===== src/rtl/p1v_pin_pkg.sv =====
// Shared constants and types for the p1v pin input conditioning path.
// Imported by pin_input_sync and its per-pin filter slice.
package p1v_pin_pkg;

  localparam int P1V_NPINS = 32;

  localparam int P1V_SYNC_MIN = 2;
  localparam int P1V_SYNC_MAX = 4;

  localparam int P1V_FILTER_MIN = 1;
  localparam int P1V_FILTER_MAX = 8;

  typedef logic [P1V_NPINS-1:0] pin_vec_t;

endpackage


===== src/rtl/pin_input_sync_filter_bit.sv =====
// One pin's conditioning slice: synchronizer chain, optional glitch filter,
// stable register and registered rise/fall edge detection.
module pin_filter_bit
  import p1v_pin_pkg::*;
#(
  parameter int   SYNC_STAGES = 2,
  parameter int   FILTER_BITS = 3,
  parameter logic INIT        = 1'b0
) (
  input  logic clock_80,
  input  logic inp_resn,
  input  logic pin_in,
  input  logic filt_en,
  output logic sync_out,
  output logic edge_rise,
  output logic edge_fall
);

  localparam logic [FILTER_BITS-1:0] MAX = '1;

  // Pure flop chain so the placer can pack it tightly; nothing sits between stages.
  (* ASYNC_REG = "TRUE" *) logic [SYNC_STAGES-1:0] r_sync;

  logic [FILTER_BITS-1:0] r_cnt;
  logic [FILTER_BITS-1:0] w_cnt_next;
  logic                   r_stable;
  logic                   w_stable_next;
  logic                   w_s_last;
  logic                   r_rise;
  logic                   r_fall;

  assign w_s_last = r_sync[SYNC_STAGES-1];

  always_ff @(posedge clock_80 or negedge inp_resn) begin
    if (!inp_resn) begin
      r_sync <= {SYNC_STAGES{INIT}};
    end else begin
      r_sync <= {r_sync[SYNC_STAGES-2:0], pin_in};
    end
  end

  // A disabled filter follows the synchronizer directly and holds the count at zero,
  // so re-enabling always starts a fresh run and disabling mid-run commits at once.
  always_comb begin
    w_stable_next = r_stable;
    w_cnt_next    = '0;
    if (!filt_en) begin
      w_stable_next = w_s_last;
    end else if (w_s_last != r_stable) begin
      if (r_cnt == MAX) begin
        w_stable_next = w_s_last;
      end else begin
        w_cnt_next = r_cnt + 1'b1;
      end
    end
  end

  always_ff @(posedge clock_80 or negedge inp_resn) begin
    if (!inp_resn) begin
      r_stable <= INIT;
      r_cnt    <= '0;
      r_rise   <= 1'b0;
      r_fall   <= 1'b0;
    end else begin
      r_stable <= w_stable_next;
      r_cnt    <= w_cnt_next;
      r_rise   <= ~r_stable &  w_stable_next;
      r_fall   <=  r_stable & ~w_stable_next;
    end
  end

  assign sync_out  = r_stable;
  assign edge_rise = r_rise;
  assign edge_fall = r_fall;

endmodule


===== src/rtl/pin_input_sync.sv =====
// Conditions the raw Propeller pad inputs for p1v.pin_in: per-pin sync/filter/edge
// slices plus the output-mirror bypass so driven pins read back with no delay.
module pin_input_sync
  import p1v_pin_pkg::*;
#(
  parameter int                NPINS       = P1V_NPINS,
  parameter int                SYNC_STAGES = 2,
  parameter int                FILTER_BITS = 3,
  parameter logic [NPINS-1:0]  INIT        = {NPINS{1'b0}}
) (
  input  logic             clock_80,
  input  logic             inp_resn,
  input  logic [NPINS-1:0] pin_in,
  input  logic [NPINS-1:0] pin_out,
  input  logic [NPINS-1:0] pin_dir,
  input  logic [NPINS-1:0] filt_en,
  output logic [NPINS-1:0] sync_out,
  output logic [NPINS-1:0] prop_in,
  output logic [NPINS-1:0] edge_rise,
  output logic [NPINS-1:0] edge_fall
);

  if (SYNC_STAGES < P1V_SYNC_MIN || SYNC_STAGES > P1V_SYNC_MAX) begin : g_bad_sync
    $error("pin_input_sync: SYNC_STAGES must be within 2..4");
  end

  if (FILTER_BITS < P1V_FILTER_MIN || FILTER_BITS > P1V_FILTER_MAX) begin : g_bad_filter
    $error("pin_input_sync: FILTER_BITS must be within 1..8");
  end

  logic [NPINS-1:0] w_sync;

  for (genvar i = 0; i < NPINS; i++) begin : g_pin
    pin_filter_bit #(
      .SYNC_STAGES (SYNC_STAGES),
      .FILTER_BITS (FILTER_BITS),
      .INIT        (INIT[i])
    ) u_pin (
      .clock_80  (clock_80),
      .inp_resn  (inp_resn),
      .pin_in    (pin_in[i]),
      .filt_en   (filt_en[i]),
      .sync_out  (w_sync[i]),
      .edge_rise (edge_rise[i]),
      .edge_fall (edge_fall[i])
    );
  end

  assign sync_out = w_sync;

  // Combinational on purpose: stays live through reset and reflects direction changes immediately.
  assign prop_in = (pin_dir & pin_out) | (~pin_dir & w_sync);

endmodule

===== config.mk =====
export PLATFORM = sky130hd
export DESIGN_NAME = pin_input_sync
export DESIGN_NICKNAME = d
export VERILOG_FILES = /design/src/rtl/p1v_pin_pkg.sv /design/src/rtl/pin_input_sync_filter_bit.sv /design/src/rtl/pin_input_sync.sv
export SDC_FILE = /design/constraint.sdc
export NUM_CORES = 1
export LEC_CHECK = 0
export CORE_MARGIN = 2
export CORE_UTILIZATION = 51
export CTS_BUF_LIST = sky130_fd_sc_hd__clkbuf_2 sky130_fd_sc_hd__clkbuf_4 sky130_fd_sc_hd__clkbuf_8
export CTS_CLUSTER_DIAMETER = 200
export DETAILED_ROUTE_END_ITERATION = 10
export PLACE_DENSITY_LB_ADDON = 0.12
export SYNTH_ARGS = -nofsm -noshare
export SYNTH_HDL_FRONTEND = slang
export SYNTH_SLANG_ARGS = --single-unit

===== constraint.sdc =====
create_clock -name clock_80 -period 1.6 [get_ports clock_80]
set_input_delay 0.32 -clock clock_80 [delete_from_list [all_inputs] [get_ports clock_80]]
set_output_delay 0.32 -clock clock_80 [all_outputs]
set_load 0.005 [all_outputs]

Word-level counts from Yosys, hierarchy flattened
Index checks and enable logic that the tools add are counted.

$add $sub $neg: 32. $mul: 0. Div/mod/pow operators: 0. Order comparisons: 0. Equal/unequal tests: 64. Shifts and indexed selects: 0. Multiplexer cells: 192. Bitwise operators: 132. Reductions and logical operators: 0.

Operators with widths (count): $mux W3 (96); $add A3 B1 Y3 const B (32); $eq A3 B3 Y1 const B (32); $mux W1 (96); $and A1 B1 Y1 (64); $and A32 B32 Y32 (2); $not A1 Y1 (64); $ne A1 B1 Y1 (32); $not A32 Y32 (1); $or A32 B32 Y32 (1).

Flip-flop bits (word level): 256. Bits in latches: 0. RAM bits: 0. ROM bits: 0. Bits of input ports: 130. Logic and storage cells: 580. Memories: 0.

Depth between registers and ports, before layout
Gate-level depths: netlist of the first run.

Depth in word-level cells: 6. Depth in mapped cells: 4. Depth with buffers taken out: 4.

Hierarchy
From an unflattened synthesis of the first run, not the netlist that was laid out.

Cells, all modules: 639. Area total of the unflattened synthesis: 9968.3 µm².

By module, submodules not included: pin_filter_bit (g_pin[10].u_pin ...) (times used 31, cells an instance 19, area each 296.5 µm²); pin_input_sync (times used 1, cells an instance 32, area each 480.5 µm²); pin_filter_bit (g_pin[0].u_pin) (times used 1, cells an instance 18, area each 295.3 µm²).

Least setup slack after synthesis of the first run
No wires, ideal clock.

Kind: register to register. Start point: reg g_pin[14].u_pin.r_cnt[0]. End point: reg g_pin[14].u_pin.r_stable. Data arrival time: 1.284 ns. Path slack: 0.191 ns. Cell stages (with the launch flop): 5. Path buffers: 0. Clock period less this slack: 1.409 ns. Cells stage by stage: dfrtp_1 -> ha_1 -> ha_1 -> and2b_1 -> mux2_2.

Longest elaborated chain between the ends: 4.

RTL lines: start, declared (RTL line pin_input_sync_filter_bit.sv:24) `logic [FILTER_BITS-1:0] r_cnt;`; start signal, assigned (RTL line pin_input_sync_filter_bit.sv:66) `r_cnt <= w_cnt_next;`; $eq A3 B3 Y1 (RTL line pin_input_sync_filter_bit.sv:50) `if (r_cnt == MAX) begin`; $mux W1 (RTL line pin_input_sync_filter_bit.sv:50); $mux W1 (RTL line pin_input_sync_filter_bit.sv:49) `end else if (w_s_last != r_stable) begin`; $mux W1 (RTL line pin_input_sync_filter_bit.sv:47) `if (!filt_en) begin`; named net g_pin[14].u_pin.w_stable_next (RTL line pin_input_sync_filter_bit.sv:27) `logic w_stable_next;`; end signal, assigned (RTL line pin_input_sync_filter_bit.sv:65) `r_stable <= w_stable_next;`; end, declared (RTL line pin_input_sync_filter_bit.sv:26) `logic r_stable;`.

The timed path passes the listed nets, and every way through them passes these cells.

Final worst setup path of the first run
Start point: reg g_pin[2].u_pin.r_stable. End point: out prop_in[2].

Longest elaborated chain between the ends: 2.

RTL lines: start, declared (RTL line pin_input_sync_filter_bit.sv:26); start signal, assigned (RTL line pin_input_sync_filter_bit.sv:65); $and A32 B32 Y32 (RTL line pin_input_sync.sv:52) `assign prop_in = (pin_dir & pin_out) | (~pin_dir & w_sync);`; $or A32 B32 Y32 (RTL line pin_input_sync.sv:52); end, declared (RTL line pin_input_sync.sv:18) `output logic [NPINS-1:0] prop_in,`.

No other way between the ends.

==> metrics.csv, run 1 <==
metric,value,unit
count of buffers from port buffering,257,
Max Clock Skew,0.0152,ns
I/O pins,258,
CP arrival,1.37,ns
synthesized cell area,0.0104,sq mm
synth top area cells,"dfrtp_1, ha_1, buf_4, mux2_2, nor3b_1",
sequential area share after synthesis,0.619,
GPL Wtd Cong,0.754,
"Clk Latency, worst-skew pair",0.52,ns
RSZ-0062 raised after global routing,yes,
largest net degree at the start of global routing,64,
R2R Path End,g_pin[30].u_pin.sync_out$_DFF_PN0_,
diode count,0,
critical path's largest stage delay,0.40,ns
die extent in x,146,um
status,"finished, violations left",
Post-Synthesis Cells,719,
FP Rows,52,
fin nets,1196,
period utilisation layout,1.06,
maximum buffer depth of the clock tree,3,
Core Area,0.0201,sq mm
Mapped Nets,913,
CP Capture Type,output port,
r2r setup slk,0.07,ns
initial core utilization,0.515,
Final WS setup,-0.0922,ns
# placed instances,1190,
Yosys cell types,16,
Leakage,7.38,nW
share of layout cells above drive strength 1,0.271,
register bit total from synthesis,256,
Worst Setup SP,g_pin[2].u_pin.sync_out$_DFF_PN0_,
Fin. Hold Viols,0,
DR vias/cell,4.83,
vias in the first global route,6923,
Final Core Density,0.694,
CTS tree,built,
Synth-to-Final Area Change,34.8,%
Slew Limit Fails,0,
root buffer cell,clkbuf_8,
Synth Area per Inst,14.4,sq um
Multi-input gate area,0.00328,sq mm
Max Cap Viol,0,
Slew @ Worst Pin,0.529,ns
GR Overflow Total,0,
final worst path period need,1.69,ns
Slew Limit Headroom,0.647,
fmax,591,MHz
top cell type's share of synthesized area,0.619,
Initial DRT Pass Iterations,4,
PwrDens,1070,mW/mm^2
"Max FO, Critical Path",2,
drt wl/cell,15.1,um
CTS H-tree depth,2,
failing checks,negative setup slack,
Worst-path clk slew,0.06,ns
Worst VDD drop,688,uV
total power,14.9,mW
Fillers,1416,
DR DRC count,0,
"non-filler cells, final",1300,
"Warnings, synthesis",0,
"commonest non-fill, non-tap cells in the layout","dfrtp_1, clkdlybuf4s50_1, and3_1",
crit path launch type,flip-flop,
Final ANT Viol Nets,0,
via count,6279,
crit-path cells,mux2_4 > buf_6,
Die Span Y,146,um
CTS buffer count,42,
"Design Area, Final",0.0140,sq mm
number of cells on the worst reg-to-reg path,4,
drt total wl,19.6,mm
# setup viols final,26,
WHS,0.236,ns
CP max stage cell,dfrtp_1,
die area,0.0215,sq mm
Register Area,0.00641,sq mm
post-placement cell area,0.0129,sq mm
final setup TNS,-0.573,ns
Tot GR Track Use,0.187,
Final HPWL DP,13.8,mm
"area leader, netlist",dfrtp_1,
initial antenna violation count,0,
CP endpoint,prop_in[2],
critical setup path kind,flip-flop to output port,
first-pass GRT wire length,32.6,mm
"commonest non-fill, non-tap cell in the layout",dfrtp_1,
worst r2r src,g_pin[30].u_pin.r_cnt[0]$_DFF_PN0_,
CTS sink count,256,
pre-CTS setup slack,-0.364,ns
hold crit path type,input pin to flip-flop,
Critical Path RT,1.28,ns
Iter 0 DRT Violations,227,
==> flip-flops by register name, summed over array words and instances, names as in the netlist <==
register,flops
g_pin.u_pin.sync_out,32
g_pin.u_pin.edge_rise,32
g_pin.u_pin.edge_fall,32
g_pin.u_pin.r_cnt,96
g_pin.u_pin.r_sync,64
==> report_power, final <==
| part | switching, mW | leakage [nW] | internal [mW] | total (mW) |
|---|---|---|---|---|
| clock network | 2.40 | 0.476 | 3.44 | 5.84 |
| registers | 0.215 | 3.28 | 6.87 | 7.09 |
| logic | 0.748 | 3.62 | 1.20 | 1.95 |
| total | 3.36 | 7.38 | 11.5 | 14.9 |
==> worst max-delay path, delay by kind of cell, from the launching register on <==
family / cells / cell delay (ns)
buffers and inverters: 1 / 0.13
flip-flops: 1 / 0.40
multiplexers: 1 / 0.32
==> per-layer routing <==
metal / GRT usage / routed length (um) / vias to the layer above
met5: 0 / 0 / -
met4: 0.0587 / 382 / 0
met3: 0.0556 / 1300 / 34
met2: 0.326 / 9920 / 189
met1: 0.225 / 7970 / 3093
li1: - / - / 2963
==> final cells by class <==
| cell class | count | share of cell area |
|---|---|---|
| Clock inverter | 1 | 0.000359 |
| Timing Repair Buffer | 335 | 0.218 |
| Multi-Input combinational cell | 367 | 0.235 |
| Clock buffer | 71 | 0.0633 |
| Tap cell | 270 | 0.0242 |
| Sequential cell | 256 | 0.459 |
==> worst min path at each step <==
stage	startpoint	endpoint	slack, ns	cells past startpoint
after floorplan	inp_resn	g_pin[0].u_pin.edge_fall$_DFF_PN0_	0.02	0
after CTS	pin_in[27]	g_pin[27].u_pin.r_sync[0]$_DFF_PN0_	0.20	1
after global placement	inp_resn	g_pin[24].u_pin.r_sync[1]$_DFF_PN0_	0.31	1
final	pin_in[13]	g_pin[13].u_pin.r_sync[0]$_DFF_PN0_	0.24	1
after global routing	pin_in[28]	g_pin[28].u_pin.r_sync[0]$_DFF_PN0_	0.20	1
after detailed placement	inp_resn	g_pin[24].u_pin.r_sync[1]$_DFF_PN0_	0.31	1
==> cell families after synthesis <==
kind of cell	synth area share
simple gates	0.138
xor+xnor	0.0271
mux	0.0696
fa+ha+maj	0.0773
flops	0.619
buf+inv	0.0696
==> what timing repair did <==
item	4_1_cts	5_1_grt
hold buffers	1	0
resized for setup	322	38
setup endpoints to repair	128	54
endpoints found under the hold margin	48	0
buffers inserted	38	3
==> Yosys cell counts <==
library cell / count
nor2_1: 14
and3b_1: 18
nand2_1: 1
nor3_1: 1
xor2_1: 31
buf_4: 96
xnor2_1: 1
ha_1: 64
mux2_2: 64
nor2b_1: 1
and2b_1: 31
nor3b_1: 64
nand2b_1: 1
and4bb_2: 1
and3_1: 75
dfrtp_1: 256
No activity file was read; power rests on OpenSTA's default activity.
==> run 2, diff against run 1 <==
Settings changed: CAP_MARGIN set to 10, CORE_UTILIZATION 51 to 55, CTS_CLUSTER_DIAMETER 200 to not set.
Clock period 1.6 ns to 2.2 ns, I/O delays scaled along.
==> run 2 against run 1 <==
  * The run now ends clean
  * Count of clock-buffer cells in the layout decreased by 4
  * First-iteration DRC count decreased by 7.0%
  * Core utilization increased by 3.7 points
  * Combinational power decreased by 37%
  * Largest cell class unchanged
==> metrics.csv, run 2 (synthesis results as in run 1) <==
metric,value,unit,change
status,"finished, final reports clean",,
vias in the first global route,6518,,-5.9%
PwrDens,795,mW/mm^2,-25%
GPL Wtd Cong,0.754,,unchanged
diode count,0,,unchanged
"commonest non-fill, non-tap cells in the layout","clkdlybuf4s50_1, dfrtp_1, and3_1",,
total power,10.8,mW,-27%
Leakage,6.70,nW,-9.2%
FP Rows,50,,-3.8%
number of cells on the worst reg-to-reg path,4,,unchanged
worst r2r src,g_pin[24].u_pin.r_cnt[0]$_DFF_PN0_,,
Max Cap Viol,0,,unchanged
Synth-to-Final Area Change,31.1,%,
CP Capture Type,output port,,
CTS tree,built,,
Final WS setup,0.0558,ns,+0.148 ns
"Clk Latency, worst-skew pair",0.52,ns,about the same
Tot GR Track Use,0.188,,+0.000875
share of layout cells above drive strength 1,0.168,,-0.103
drt total wl,18.2,mm,-6.9%
Max Clock Skew,0.0189,ns,+0.00366 ns
maximum buffer depth of the clock tree,3,,unchanged
hold crit path type,flip-flop to flip-flop,,
CP arrival,1.70,ns,+0.33 ns
Core Area,0.0186,sq mm,-7.6%
count of buffers from port buffering,257,,unchanged
Worst VDD drop,583,uV,-15%
Iter 0 DRT Violations,211,,-7.0%
DR vias/cell,5.02,,+3.9%
crit path launch type,input pin,,
first-pass GRT wire length,30.4,mm,-6.6%
initial antenna violation count,0,,unchanged
final worst path period need,2.14,ns,
CP dominant cell by count,clkdlybuf4s50_1,,
Slew @ Worst Pin,0.539,ns,+0.00942 ns
r2r setup slk,0.65,ns,+0.58 ns
"Most flops, register",g_pin.u_pin.r_cnt,,
Worst Setup SP,pin_dir[5],,
Slew Limit Headroom,0.641,,-0.00628
Hold Path Depth,0,,-1
GRT busiest layer,met2,,
Fin. Hold Viols,0,,unchanged
Initial DRT Pass Iterations,4,,unchanged
"Max FO, Critical Path",1,,-1
largest net degree at the start of global routing,69,,+7.8%
DR DRC count,0,,unchanged
Multi-input gate area,0.00323,sq mm,-1.5%
period utilisation layout,0.975,,
crit path buf inv count,2,,+1
# setup viols final,0,,-100%
die extent in x,141,um,-3.6%
fin nets,1129,,-5.6%
met3 usage,0.0625,,+0.00687
Die Span Y,141,um,-3.6%
M1 GR Usage,0.216,,-0.00911
CTS sink count,256,,unchanged
CTS buffer count,42,,unchanged
I/O pins,258,,unchanged
GR Overflow Total,0,,unchanged
Final ANT Viol Nets,0,,unchanged
drt wl/cell,15.2,um,+0.90%
Register Area,0.00642,sq mm,+0.16%
CTS H-tree depth,2,,unchanged
CP Depth,3,,+1
final setup TNS,0,ns,+0.573 ns
Critical Path RT,1.76,ns,+0.48 ns
fmax,466,MHz,
CP max stage cell,clkdlybuf4s50_1,,
critical path's largest stage delay,0.48,ns,+0.08 ns
pre-CTS setup slack,0.0497,ns,+0.414 ns
number of flip-flops in the largest register,96,,unchanged
Final HPWL DP,13.2,mm,-4.2%
Hold EP,g_pin[10].u_pin.r_sync[1]$_DFF_PN0_,,
Fillers,1248,,-12%
crit-path cells,clkdlybuf4s50_1 > mux2_2 > clkdlybuf4s50_1,,
R2R Path End,g_pin[24].u_pin.sync_out$_DFF_PN0_,,
die area,0.0199,sq mm,-7.1%
Worst Hold Launch,g_pin[10].u_pin.r_sync[0]$_DFF_PN0_,,
CP top delay family,buffers and inverters,,
critical setup path kind,input pin to output port,,
"commonest non-fill, non-tap cell in the layout",clkdlybuf4s50_1,,
Top Registers,"g_pin.u_pin.r_cnt: 96 flops, g_pin.u_pin.r_sync: 64 flops",,
via count,6021,,-4.1%
root buffer cell,clkbuf_8,,
initial core utilization,0.557,,+0.0422
met2 Resource Use GR,0.333,,+0.00724
Worst-path clk slew,0.06,ns,about the same
Slew Limit Fails,0,,unchanged
run 2: what timing repair did:
| item | 4_1_cts | 5_1_grt |
|---|---|---|
| hold buffers | 1 | 0 |
| buffers inserted | 0 | 3 |
| setup endpoints to repair | 1 | 10 |
| hold endpoints to repair | 61 | 0 |
| resized for setup | 2 | 11 |
run 2: power breakdown:
group          internal, mW  switching [mW]  total, mW
sequential             5.00           0.210       5.21
clock                  2.59            1.76       4.35
combinational         0.805           0.424       1.23
run 2: area by class of cell:
cell class | count | area share
flip-flops and latches | 256 | 0.473
multi-input cells | 367 | 0.238
repair buffers | 268 | 0.200
clock buffers | 67 | 0.0633
well taps | 234 | 0.0216
clock inverters | 8 | 0.00479
run 2: per-layer routing:
layer / share of wire / vias to the layer above
li1: - / 2833
met1: 0.39 / 2976
met2: 0.52 / 182
met3: 0.071 / 30
met4: 0.019 / 0
met5: 0 / -
run 2: per-stage QoR:
stage               hold slack (ns)  std cells  instance area (sq um)  utilization
global route                  0.322       1200                  13600        0.731
finish                        0.346       1200                  13600        0.731
floorplan                     0.144        719                  10400            -
CTS                           0.314       1197                  13500        0.729
detailed placement            0.335       1121                  12600        0.679
global placement              0.333       1121                  12600        0.679
run 2: worst max path at each step:
| stage | to | slack (ns) |
|---|---|---|
| 5_1_grt | prop_in[27] | -0.007 |
| 2_1_floorplan | g_pin[14].u_pin.sync_out$_DFF_PN0_ | 0.79 |
| 3_5_place_dp | prop_in[6] | 0.05 |
| 3_3_place_gp | prop_in[30] | 0.09 |
| 4_1_cts | prop_in[28] | 0.008 |
| 6_report | prop_in[5] | 0.06 |
run 2: worst reg2reg max path, stage by stage, from the launching register on:
cell     delay, ns
dfrtp_1       0.39
ha_1          0.21
ha_1          0.19
and2b_1       0.28
mux2_2        0.36
==> run 3, diff against run 2 <==
Settings changed: SKIP_CTS_REPAIR_TIMING set to 1.
==> run 3 against run 2 <==
  * Clock skew hardly changed
  * First-iteration DRC count down 2.8%
  * Worst hold slack stayed put
  * Sequential power is essentially flat
  * Register-to-register slack about the same
  * Via count hardly changed
  * Critical endpoint unchanged
  * Sequential cell count did not move
  * Combinational power barely moved
  * Sequential share of layout area barely moved
  * Count of clock-buffer cells in the layout is the same
  * Total power about the same
==> metrics.csv, run 3 (synthesis results as in run 1) <==
metric,value,unit,change
Gate power share,0.114,,about the same
CP Capture Type,output port,,
FP Rows,50,,unchanged
vias in the first global route,6518,,unchanged
DR WL met2,9.47,mm,about the same
count of buffers from port buffering,257,,unchanged
Critical Path RT,1.76,ns,about the same
met3 routed WL,1.29,mm,unchanged
root buffer cell,clkbuf_8,,
diode count,0,,unchanged
status,"finished, final reports clean",,
"Max FO, Critical Path",1,,unchanged
drt wl/cell,15.2,um,about the same
"commonest non-fill, non-tap cells in the layout","clkdlybuf4s50_1, dfrtp_1, and3_1",,
number of cells on the worst reg-to-reg path,4,,unchanged
Slew Limit Headroom,0.641,,about the same
Max Cap Viol,0,,unchanged
crit path buf inv count,2,,unchanged
CTS tree,built,,
r2r setup slk,0.65,ns,about the same
initial core utilization,0.557,,unchanged
CP arrival,1.70,ns,about the same
Final ANT Viol Nets,0,,unchanged
part of the power in registers,0.483,,about the same
P_int,8.40,mW,about the same
total power,10.8,mW,about the same
drt total wl,18.2,mm,about the same
Worst VDD drop,583,uV,about the same
Synth-to-Final Area Change,31.2,%,about the same
R2R Path End,g_pin[24].u_pin.sync_out$_DFF_PN0_,,
Tot GR Track Use,0.188,,unchanged
Max Clock Skew,0.0189,ns,-0.000000400 ns
Register Area,0.00642,sq mm,unchanged
"Most flops, register",g_pin.u_pin.r_cnt,,
CTS buffer count,42,,unchanged
final worst path period need,2.14,ns,unchanged
Iter 0 DRT Violations,205,,-2.8%
critical path's largest stage delay,0.48,ns,about the same
sw frac,0.222,,about the same
final setup TNS,0,ns,unchanged
Worst-path clk slew,0.06,ns,about the same
"Design Area, Final",0.0136,sq mm,about the same
CP top delay family,buffers and inverters,,
Core Area,0.0186,sq mm,unchanged
Slew @ Worst Pin,0.538,ns,-0.000478 ns
DR DRC count,0,,unchanged
hold crit path type,flip-flop to flip-flop,,
number of flip-flops in the largest register,96,,unchanged
PwrDens,794,mW/mm^2,about the same
Top Registers,"g_pin.u_pin.r_cnt: 96 flops, g_pin.u_pin.r_sync: 64 flops",,
Final Core Density,0.731,,about the same
I/O pins,258,,unchanged
CP Depth,3,,unchanged
Fillers,1248,,unchanged
crit path launch type,input pin,,
Final HPWL DP,13.2,mm,unchanged
critical setup path kind,input pin to output port,,
maximum buffer depth of the clock tree,3,,unchanged
Multi-input gate area,0.00323,sq mm,unchanged
Top Layer Used,met4,,
first-pass GRT wire length,30.4,mm,unchanged
"commonest non-fill, non-tap cell in the layout",clkdlybuf4s50_1,,
WHS,0.346,ns,unchanged
met1 WL,7.12,mm,about the same
period utilisation layout,0.975,,unchanged
Initial DRT Pass Iterations,4,,unchanged
share of layout cells above drive strength 1,0.168,,unchanged
CTS sink count,256,,unchanged
CP dominant cell by count,clkdlybuf4s50_1,,
DR vias/cell,5.02,,about the same
GPL Wtd Cong,0.754,,unchanged
via count,6020,,-0.017%
CP max stage cell,clkdlybuf4s50_1,,
worst r2r src,g_pin[24].u_pin.r_cnt[0]$_DFF_PN0_,,
clock share of power,0.403,,about the same
fin nets,1129,,unchanged
fmax,466,MHz,unchanged
post-placement cell area,0.0126,sq mm,unchanged
GR Overflow Total,0,,unchanged
CTS H-tree depth,2,,unchanged
Leakage,6.71,nW,+0.12%
Slew Limit Fails,0,,unchanged
Fin. Hold Viols,0,,unchanged
Worst Setup SP,pin_dir[5],,
die area,0.0199,sq mm,unchanged
Net Sw Power,2.39,mW,about the same
initial antenna violation count,0,,unchanged
die extent in x,141,um,unchanged
CP endpoint,prop_in[5],,
largest net degree at the start of global routing,69,,unchanged
"Clk Latency, worst-skew pair",0.52,ns,about the same
Die Span Y,141,um,unchanged
# setup viols final,0,,unchanged
crit-path cells,clkdlybuf4s50_1 > mux2_2 > clkdlybuf4s50_1,,
==> run 3: area by class of cell <==
cell class,instances,share of cell area
Clock buffer,67,0.0633
Clock inverter,8,0.00479
Multi-Input combinational cell,367,0.238
Sequential cell,256,0.473
Tap cell,234,0.0216
Timing Repair Buffer,268,0.200
==> run 3: routing by layer <==
layer,GRT usage,up-vias
li1,-,2833
met1,0.216,2975
met2,0.333,182
met3,0.0628,30
met4,0.0600,0
met5,0,-
==> run 3: worst reg2reg max path, cell delays in order, from the launching register on <==
cell and delay [ns]:
dfrtp_1 0.39, ha_1 0.21, ha_1 0.19, and2b_1 0.28, mux2_2 0.36
==> run 3: how the worst min path moves through the flow <==
stage                     cells past startpoint                                 from                                   to
after floorplan                               0                             inp_resn   g_pin[0].u_pin.edge_fall$_DFF_PN0_
after global placement                        0   g_pin[7].u_pin.r_sync[0]$_DFF_PN0_   g_pin[7].u_pin.r_sync[1]$_DFF_PN0_
after detailed placement                      0  g_pin[24].u_pin.r_sync[0]$_DFF_PN0_  g_pin[24].u_pin.r_sync[1]$_DFF_PN0_
after CTS                                     1                             inp_resn  g_pin[28].u_pin.r_sync[1]$_DFF_PN0_
after global routing                          1                            pin_in[1]   g_pin[1].u_pin.r_sync[0]$_DFF_PN0_
final                                         0  g_pin[10].u_pin.r_sync[0]$_DFF_PN0_  g_pin[10].u_pin.r_sync[1]$_DFF_PN0_
==> run 3: power groups by stage <==
| stage | registers, mW | logic (mW) | clock network [mW] |
|---|---|---|---|
| after floorplan | 5.23 | 0.604 | 0 |
| after global placement | 5.26 | 1.18 | 0 |
| after detailed placement | 5.29 | 1.23 | 0 |
| after CTS | 5.21 | 1.25 | 4.50 |
| after global routing | 5.25 | 1.36 | 4.72 |
| final | 5.21 | 1.23 | 4.35 |
==> run 3: per-stage QoR <==
| stage | instances | worst slack (ns) |
|---|---|---|
| final | 1200 | 0.0558 |
| after global routing | 1200 | -0.00704 |
| after CTS | 1196 | -0.0282 |
| after detailed placement | 1121 | 0.0497 |
| after global placement | 1121 | 0.0901 |
| after floorplan | 719 | 0.791 |
